## src/rtl/hazard_unit.sv

```systemverilog
// Hazard unit: load-use stall detection, taken-branch flush and HALT drain/resume sequencing.
//
// Ports:
//   i_clk, i_reset         clock, synchronous active-high reset
//   i_enable               pipeline advance enable; when low, state and counters hold
//   i_rs_if_id, i_rt_if_id source register fields of the ID instruction
//   i_uses_rt_if_id        ID instruction reads rt
//   i_rt_id_ex             destination rt of the EX instruction
//   i_mem_read_id_ex       EX instruction is a load
//   i_branch_taken_id      branch/jump resolved taken in ID
//   i_halt_id              HALT decoded in ID
//   i_resume               single-cycle pulse that leaves HALTED
//   o_pc_write             PC update enable
//   o_if_id_write          IF/ID load enable
//   o_ctrl_flush           inject bubble into ID/EX
//   o_if_id_flush          clear IF/ID to NOP
//   o_halted               registered halted indication
//   o_stall_count          saturating count of load-use stall cycles
module hazard_unit #(
    parameter int unsigned NB_ADDR = 5,
    parameter int unsigned NB_CNT  = 16
) (
    input  logic               i_clk,
    input  logic               i_reset,
    input  logic               i_enable,
    input  logic [NB_ADDR-1:0] i_rs_if_id,
    input  logic [NB_ADDR-1:0] i_rt_if_id,
    input  logic               i_uses_rt_if_id,
    input  logic [NB_ADDR-1:0] i_rt_id_ex,
    input  logic               i_mem_read_id_ex,
    input  logic               i_branch_taken_id,
    input  logic               i_halt_id,
    input  logic               i_resume,
    output logic               o_pc_write,
    output logic               o_if_id_write,
    output logic               o_ctrl_flush,
    output logic               o_if_id_flush,
    output logic               o_halted,
    output logic [NB_CNT-1:0]  o_stall_count
);

    typedef enum logic [1:0] {StRun, StDrain, StHalted} state_e;

    // HALT must travel EX, MEM and WB before the pipeline is considered empty.
    localparam logic [1:0] DrainCycles = 2'd3;

    state_e            state_q, state_d;
    logic [1:0]        drain_q, drain_d;
    logic [NB_CNT-1:0] stall_q, stall_d;
    logic              halted_q;
    logic              hz;

    // Register 0 is hardwired zero, so a load targeting it never creates a dependency.
    assign hz = i_mem_read_id_ex && (i_rt_id_ex != '0) &&
                ((i_rt_id_ex == i_rs_if_id) ||
                 (i_uses_rt_if_id && (i_rt_id_ex == i_rt_if_id)));

    always_comb begin
        state_d       = state_q;
        drain_d       = drain_q;
        stall_d       = stall_q;
        o_pc_write    = 1'b0;
        o_if_id_write = 1'b0;
        o_ctrl_flush  = 1'b0;
        o_if_id_flush = 1'b0;

        if (i_enable) begin
            unique case (state_q)
                StRun: begin
                    // Priority hz > halt > branch; masked events are re-presented by the held ID.
                    if (hz) begin
                        o_ctrl_flush = 1'b1;
                        if (stall_q != '1) begin
                            stall_d = stall_q + NB_CNT'(1);
                        end
                    end else if (i_halt_id) begin
                        // Freeze fetch but let HALT itself advance into EX.
                        drain_d = DrainCycles;
                        state_d = StDrain;
                    end else begin
                        o_pc_write    = 1'b1;
                        o_if_id_write = 1'b1;
                        o_if_id_flush = i_branch_taken_id;
                    end
                end
                StDrain: begin
                    o_ctrl_flush = 1'b1;
                    drain_d      = drain_q - 2'd1;
                    if (drain_q == 2'd1) begin
                        state_d = StHalted;
                    end
                end
                StHalted: begin
                    o_ctrl_flush = 1'b1;
                    if (i_resume) begin
                        state_d = StRun;
                    end
                end
                default: state_d = StRun;
            endcase
        end

        if (i_reset) begin
            o_pc_write    = 1'b1;
            o_if_id_write = 1'b1;
            o_ctrl_flush  = 1'b0;
            o_if_id_flush = 1'b0;
        end
    end

    always_ff @(posedge i_clk) begin
        if (i_reset) begin
            state_q  <= StRun;
            drain_q  <= 2'd0;
            stall_q  <= '0;
            halted_q <= 1'b0;
        end else begin
            state_q  <= state_d;
            drain_q  <= drain_d;
            stall_q  <= stall_d;
            halted_q <= (state_d == StHalted);
        end
    end

    assign o_halted      = halted_q;
    assign o_stall_count = stall_q;

endmodule

```

## config.mk

```make
export PLATFORM = sky130hd
export DESIGN_NAME = hazard_unit
export DESIGN_NICKNAME = d
export VERILOG_FILES = /design/src/rtl/hazard_unit.sv
export SDC_FILE = /design/constraint.sdc
export NUM_CORES = 1
export LEC_CHECK = 0
export BUFFER_PORTS_ARGS = -buffer_cell sky130_fd_sc_hd__buf_4
export CORE_MARGIN = 5
export CORE_UTILIZATION = 50
export DETAILED_ROUTE_END_ITERATION = 10
export GPL_TIMING_DRIVEN = 0
export PLACE_DENSITY = 0.79
export SYNTH_ARGS = -nofsm -noshare
export SYNTH_HDL_FRONTEND = slang
export SYNTH_SLANG_ARGS = --single-unit
```

## constraint.sdc

```tcl
create_clock -name i_clk -period 3.9 [get_ports i_clk]
set_clock_uncertainty 0.2 [all_clocks]
set_input_delay 1.17 -clock i_clk [delete_from_list [all_inputs] [get_ports i_clk]]
set_output_delay 1.17 -clock i_clk [all_outputs]
set_load 0.01 [all_outputs]
```

# Yosys cells after proc, flatten, opt, wreduce, memory -nomap -nowiden
# Cells that the tools add are included.
[classes] addsub=2 n_mul=0 div=0 n_lt_le_gt_ge=0 n_eq_ne=9 shift=0 mux=23 n_bitwise=0 reduce_logical=10
[op_table] operator="$add A16 B1 Y16 const B" count=1
[op_table] operator="$ne A16 B16 Y1 const B" count=1
[op_table] operator="$mux W2" count=7
[op_table] operator="$mux W1" count=13
[op_table] operator="$eq A5 B5 Y1" count=2
[op_table] operator="$reduce_and A4 Y1" count=2
[op_table] operator="$pmux W2 S3" count=1
[op_table] operator="$reduce_bool A5 Y1" count=1
[op_table] operator="$eq A2 B1 Y1 const B" count=2
[op_table] operator="$eq A2 B2 Y1 const B" count=2
[op_table] operator="$ne A2 B2 Y1 const B" count=2
[op_table] operator="$pmux W2 S2" count=1
[op_table] operator="$logic_and A1 B1 Y1" count=3
[op_table] operator="$logic_not A2 Y1" count=1
[op_table] operator="$pmux W1 S2" count=1
[op_table] operator="$reduce_bool A2 Y1" count=1
[op_table] operator="$reduce_or A2 Y1" count=1
[op_table] operator="$sub A2 B1 Y2 const B" count=1
[op_table] operator="$logic_or A1 B1 Y1" count=1
[totals] regBits=21 latch_bits=0 mem_bits_rw=0 rom_bits=0 wordCells=48 n_memories=0

# Depth between registers and ports, before layout
# Gate-level depths: netlist of the first run.
[logic_depth] depth_word=8 mapped_depth=9 mapped_depth_nobuf=8

# Worst setup path before layout of the first run
# Ideal clock, no wire load.
[synth_path] path_type="input to output" from="in i_rt_id_ex[1]" to="out o_if_id_flush" t_arrival_ns=2.588 t_required_ns=2.530 path_slack_ns=-0.058 stages=6 n_path_buf=1 cell_sequence="or4_1 > o21a_1 > nand2_1 > buf_2 > nand2_1 > nor3b_1"
[synth_via] elab_chain_len=8 elab_cells_between_ends=11
[synth_lines] item="start: declaration" line_no="29" text="input logic [NB_ADDR-1:0] i_rt_id_ex,"
[synth_lines] item="$eq A5 B5 Y1" line_no="56" text="(i_uses_rt_if_id && (i_rt_id_ex == i_rt_if_id)));"
[synth_lines] item="$logic_and A1 B1 Y1" line_no="56"
[synth_lines] item="$logic_or A1 B1 Y1" line_no="55" text="((i_rt_id_ex == i_rs_if_id) ||"
[synth_lines] item="$logic_and A1 B1 Y1 (*)" line_no="54" text="assign hz = i_mem_read_id_ex && (i_rt_id_ex != '0) &&"
[synth_lines] item="$mux W1 (*)" line_no="71" text="if (hz) begin"
[synth_lines] item="$mux W1 (*)" line_no="68" text="unique case (state_q)"
[synth_lines] item="$mux W1 (*)" line_no="67" text="if (i_enable) begin"
[synth_lines] item="$mux W1 (*)" line_no="103" text="if (i_reset) begin"
[synth_lines] item="end: declaration" line_no="37" text="output logic o_if_id_flush,"
# Every way passes the cells marked *; elsewhere a longest branch is shown, timed or not.

# Worst setup path in the final report of the first run
[layout_path] from="in i_rt_id_ex[4]" to="reg stall_q[12], in the netlist o_stall_count[12]"
[layout_via] elab_chain_len=5 elab_cells_between_ends=8
[layout_lines] item="$eq A5 B5 Y1" line_no="56"
[layout_lines] item="$logic_and A1 B1 Y1" line_no="56"
[layout_lines] item="$logic_or A1 B1 Y1" line_no="55"
[layout_lines] item="$logic_and A1 B1 Y1 (*)" line_no="54"
[layout_lines] item="$reduce_and A4 Y1 (no source line) (*)"
[layout_lines] item="end signal: assignment" line_no="120" text="stall_q <= stall_d;"
[layout_lines] item="end: declaration" line_no="49" text="logic [NB_CNT-1:0] stall_q, stall_d;"
# Marks and branches as above.
# A chain may end at the register's enable or synchronous reset.

==> flow_metrics.py, run 1 <==
metrics = {
    "worst_setup_path": {
        "slowest_delay_ns": 0.51,
        "worstPathArrival_ns": 4.08,
        "path_cells": "buf_8, xnor2_1, nand4_1, o22ai_4, nand2_2, buf_4, buf_4, buf_4, buf_4, buf_4, buf_4, buf_4, buf_4, buf_4, buf_4, buf_4, or4_4, a21oi_2",
        "slowest_stage": "or4_4",
        "cp-start-kind": "input port",
        "cp_top_family": "buffers and inverters",
        "critPathBufInv": 12,
        "crit_top_cell": "buf_4",
        "endpoint_kind": "register",
        "path_class": "in2reg",
        "required_ns": 3.96,
        "crit_path_max_fanout": 5,
    },
    "layout": {
        "fin_nets": 259,
        "stdcell_count": 259,
        "final_cell_mix": "buf_4 (56), dfxtp_1 (21), a21oi_1 (13), nor2_1 (11)",
        "area_growth_pct": 47.1,
        "stdcell_area_um2": 1990,
        "layout-drive-gt1-share_pct": 38.9,
        "final_common_cell": "buf_4",
        "diodes": 0,
    },
    "timing": {
        "setup_viol": 6,
        "relSlewSlack_pct": 59.0,
        "period_share_pct": 103,
        "worst_slack_ns": -0.122,
        "tightest_slew_ns": 0.616,
        "hold_violations": 0,
        "setup_tns_ns": -0.505,
        "whs_ns": 0.341,
        "slew_violations": 0,
        "rsz0062_at_grt": "yes",
        "fmax_mhz": 249,
        "period_minus_slack_ns": 4.02,
    },
    "global_route": {
        "grt_pass1_vias": 1445,
        "track_usage_pct": 23.6,
        "grt_start_max_net_pins": 13,
        "antenna_found_initial": 0,
        "grt_overflow": 0,
        "grt_pass1_wl_mm": 6.72,
    },
    "detailed_routing": {
        "drc": 0,
        "via_count": 1577,
        "drt-pass1-iter-count": 4,
        "ant_nets": 0,
        "wirelength_mm": 4.54,
        "via_per_inst": 6.09,
        "drtIter0Drc": 79,
        "wl_per_cell_um": 17.5,
    },
    "placed_design": {
        "dpl_cell_area_um2": 1720,
        "gp_congestion": 0.831,
        "placedCellCount": 240,
        "dpl.hpwl_mm": 2.82,
        "numPortBuffers": 43,
        "pre_cts_ws_ns": -0.379,
    },
    "synthesis": {
        "synth.cell_area_um2": 1350,
        "postSynthCellCount": 167,
        "async_flop_share_pct": 0,
        "synth_nets": 196,
        "synth_cell_type_count": 43,
        "ys.flop_type": "dfxtp_1",
        "postSynthAreaPerCell_um2": 8.09,
        "ys_seq_area_share_pct": 31.1,
        "yosys_warnings": 0,
        "synth_edf_count": 0,
        "ys_ff_latch": 21,
    },
    "floorplan": {
        "rows": 18,
        "coreArea_um2": 2520,
        "die_h_um": 62.0,
        "ioPinCount": 44,
        "die_w_um": 62.0,
        "die_area_um2": 3840,
        "start_util_pct": 53.6,
    },
    "cts": {
        "clk_latency_ns": 0.32,
        "clkSlewWorstSetupHoldPaths_ns": 0.13,
        "clk_path_buf_depth": 2,
        "cts-hold-fix-buffers": 0,
        "htree_levels": 1,
        "cts_tree": "done",
        "cts_root_buf": "clkbuf_4",
        "numCtsBuffers": 3,
        "clock_sinks": 21,
    },
    "run_status": {
        "outcome": "complete, but fails checks",
        "violations": "setup timing",
    },
    "min_path": {
        "hp-class": "reg2reg",
    },
    "power": {
        "peakVddDrop_uv": 217,
        "powerDensity_nw_per_um2": 218,
        "p_leak_nw": 0.804,
    },
    "run": {
        "drv_cap": 0,
    },
}
## timing repair
item / in CTS / in global routing
pin swaps: 4 / 9
setup buffers: 13 / 3
resized for setup: 9 / 16
endpoints found under the setup margin: 3 / 7
hold endpoints to repair: 0 / 0
## path summary, 6_finish.rpt
kind	start	end	slack, ns	depth (start not counted)
hold reg to reg	o_stall_count[6]	o_stall_count[6]	0.34	2
setup / recovery	i_rt_id_ex[4]	o_stall_count[12]	-0.12	18
setup reg to reg	state_q[1]	o_stall_count[7]	1.34	9
hold / removal	o_stall_count[6]	o_stall_count[6]	0.34	2
## through the flow
| stage | power [mW] | util [%] |
|---|---|---|
| finish | 0.434 | 78.8 |
| global route | 0.452 | 78.8 |
| CTS | 0.418 | 74.6 |
| detailed placement | 0.300 | 68.1 |
| global placement | 0.297 | 68.1 |
| floorplan | 0.265 | - |
## cells by family after synthesis
kind of cell,synth area share [%]
simple gates,28.6
mux,1.85
compound gates,20.6
flops,31.1
xor+xnor,7.78
buf+inv,4.54
fa+ha+maj,5.56
## tightest hold or removal path: stages (launching register included)
cell and delay [ns]:
dfxtp_1 0.36, o21ai_0 0.08, a21oi_1 0.06
## flip-flops by register name (all words and copies together), names as in the netlist
register / count
o_halted: 1
o_stall_count: 16
drain_q: 2
state_q: 2
## power breakdown
group	total (mW)	switching [mW]	internal (mW)
clock	0.112	0.0733	0.0384
sequential	0.219	0.00211	0.217
combinational	0.103	0.0509	0.0519
## layer usage
layer | share of wire (%) | global-route usage [%] | up-vias
met3 | 9.3 | 3.51 | 15
met1 | 37 | 29.4 | 744
met4 | 2.0 | 8.48 | 0
li1 | - | - | 739
met5 | 0 | 0 | -
met2 | 52 | 40.8 | 79
## cells in the mapped netlist, types with 2 or more instances
library cell	instances	area [um^2]
nor2b_1	4	25.0
nand2b_1	3	18.8
nor2_1	11	41.3
nand4_1	5	31.3
a311oi_1	2	17.5
a31oi_1	2	12.5
a21oi_1	16	80.1
a21o_1	2	15.0
nand2_1	12	45.0
xnor2_1	11	96.3
o21a_1	2	15.0
ha_1	6	75.1
o31ai_1	4	30.0
inv_1	8	30.0
o21ai_0	10	50.1
or3_1	8	50.1
nand3_1	8	40.0
dfxtp_1	21	420
or4_1	7	52.6
clkbuf_1	2	7.51
## cell type report
| type | count | area [um^2] |
|---|---|---|
| buffer | 4 | 30.0 |
| clock buffer | 3 | 22.5 |
| clock inverter | 1 | 5.00 |
| fill | 179 | 534 |
| inverter | 8 | 30.0 |
| multi-input combinational | 133 | 985 |
| sequential | 21 | 420 |
| tap | 30 | 37.5 |
| timing repair buffer | 59 | 458 |
(Power assumes the default switching activity.)
==> run 2: changes to the inputs <==
- SETUP_SLACK_MARGIN: default -> 0.3
==> flow_metrics.py, run 2 (synthesized netlist as in run 1, its figures left out) <==
metrics = {
    "global_route": {
        "busiest_layer": "met2",
        "use_met2_pct": 43.5,
        "antenna_found_initial": 0,
        "grt_overflow": 0,
        "grt_pass1_vias": 1502,
        "track_usage_pct": 24.5,
        "use_met3_pct": 4.13,
        "met1_usage_pct": 29.4,
        "grt_pass1_wl_mm": 6.98,
        "grt_start_max_net_pins": 13,
    },
    "layout": {
        "stdcell_area_um2": 2060,
        "area_growth_pct": 52.1,
        "final_common_cell": "buf_4",
        "largest_reg_flops": 16,
        "n_fill_cell": 160,
        "layout-drive-gt1-share_pct": 40.8,
        "fin_nets": 263,
        "post-route-util_pct": 81.5,
        "diodes": 0,
        "stdcell_count": 263,
        "final_cell_mix": "buf_4 (55), dfxtp_1 (21), a21oi_1 (13), nor2_1 (11)",
    },
    "power": {
        "p_leak_nw": 0.840,
        "p_switching_mw": 0.127,
        "peakVddDrop_uv": 176,
        "clock_power_share_pct": 25.4,
        "power_frac_seq_pct": 50.1,
        "powerDensity_nw_per_um2": 213,
        "power_mw": 0.438,
        "p_comb_share_pct": 24.5,
        "intPower_mw": 0.311,
        "p_sw_share_pct": 29.0,
    },
    "cts": {
        "clock_sinks": 21,
        "clk_path_buf_depth": 2,
        "cts_tree": "done",
        "numCtsBuffers": 3,
        "htree_levels": 1,
        "clk_latency_ns": 0.31,
        "cts_root_buf": "clkbuf_4",
        "clkSlewWorstSetupHoldPaths_ns": 0.13,
    },
    "worst_setup_path": {
        "ff2ff_path_depth": 9,
        "worstPathArrival_ns": 4.04,
        "endpoint_kind": "register",
        "path_class": "in2reg",
        "crit_path_max_fanout": 5,
        "cp-start-kind": "input port",
        "required_ns": 3.95,
    },
    "placed_design": {
        "numPortBuffers": 43,
        "gp_congestion": 0.853,
        "dpl.hpwl_mm": 2.86,
        "dpl_cell_area_um2": 1750,
        "placedCellCount": 240,
    },
    "floorplan": {
        "coreArea_um2": 2520,
        "die_area_um2": 3840,
        "rows": 18,
        "die_w_um": 62.0,
        "ioPinCount": 44,
        "start_util_pct": 53.6,
        "die_h_um": 62.0,
    },
    "timing": {
        "setup_viol": 5,
        "period_share_pct": 102,
        "hold_violations": 0,
        "tightest_slew_ns": 0.649,
        "setup_tns_ns": -0.361,
        "period_minus_slack_ns": 3.99,
        "fmax_mhz": 250,
        "worst_slack_ns": -0.0923,
        "rsz0062_at_grt": "yes",
        "slew_violations": 0,
        "relSlewSlack_pct": 56.7,
    },
    "detailed_routing": {
        "drc": 0,
        "ant_nets": 0,
        "drt-pass1-iter-count": 4,
        "via_per_inst": 5.90,
        "via_count": 1551,
        "wirelength_mm": 4.45,
        "wl_per_cell_um": 16.9,
        "drtIter0Drc": 105,
    },
    "min_path": {
        "hp-class": "reg2reg",
        "whs_path_depth": 2,
    },
    "run_status": {
        "outcome": "complete, but fails checks",
        "violations": "setup timing",
    },
    "run": {
        "drv_cap": 0,
    },
}
==> run 2: metrics by stage <==
step	hold WS [ns]	worst slack [ns]
2_1_floorplan	0.316	0.133
6_report	0.337	-0.0923
5_1_grt	0.366	-0.151
3_5_place_dp	0.312	-0.206
3_3_place_gp	0.296	-0.187
4_1_cts	0.337	-0.0197
==> run 2: final cells by class <==
class                      instances  area [um^2]  share of cell area (%)
sequential                        21          420                    20.5
inverter                           8         30.0                    1.46
buffer                             5         41.3                    2.01
clock inverter                     1         5.00                   0.243
multi-input combinational        133         1000                    48.8
tap                               30         37.5                    1.83
timing repair buffer              62          495                    24.1
clock buffer                       3         22.5                    1.10
==> run 2: power by group through the flow <==
stage                     logic [mW]  clock network, mW  registers, mW
after floorplan               0.0456                  0          0.224
after detailed placement      0.0808                  0          0.224
after global routing           0.116              0.124          0.220
final                          0.108              0.111          0.219
after global placement        0.0772                  0          0.224
after CTS                     0.0958              0.114          0.219
==> run 2: path summary, 6_finish.rpt <==
kind	start	endpoint	slack, ns
setup reg to reg	state_q[1]	o_stall_count[7]	1.42
hold / removal	o_stall_count[6]	o_stall_count[6]	0.34
setup / recovery	i_rt_id_ex[0]	o_stall_count[10]	-0.09
hold reg to reg	o_stall_count[6]	o_stall_count[6]	0.34
==> run 2: metal layers <==
metal / vias to the layer above / share of wire (%)
li1: 742 / -
met1: 743 / 41
met2: 55 / 51
met3: 11 / 5.7
met4: 0 / 2.1
met5: - / 0
==> run 2: what timing repair did <==
action / in CTS / in global routing
endpoints found under the setup margin: 4 / 10
buffers inserted: 15 / 4
resized for setup: 11 / 15
hold buffers: 0 / 0
pin swaps: 10 / 5
==> run 2: worst max-delay path, cell delays in order <==
cell and delay [ns]:
buf_4 0.14, xnor2_1 0.18, nand4_1 0.18, o22ai_4 0.15, nand2_2 0.09, buf_4 0.14
buf_6 0.10, buf_4 0.12, buf_4 0.13, buf_4 0.14, buf_4 0.13, buf_4 0.12
buf_4 0.12, buf_4 0.12, buf_4 0.12, buf_4 0.12, buf_6 0.12, or4_4 0.51
a21oi_2 0.14
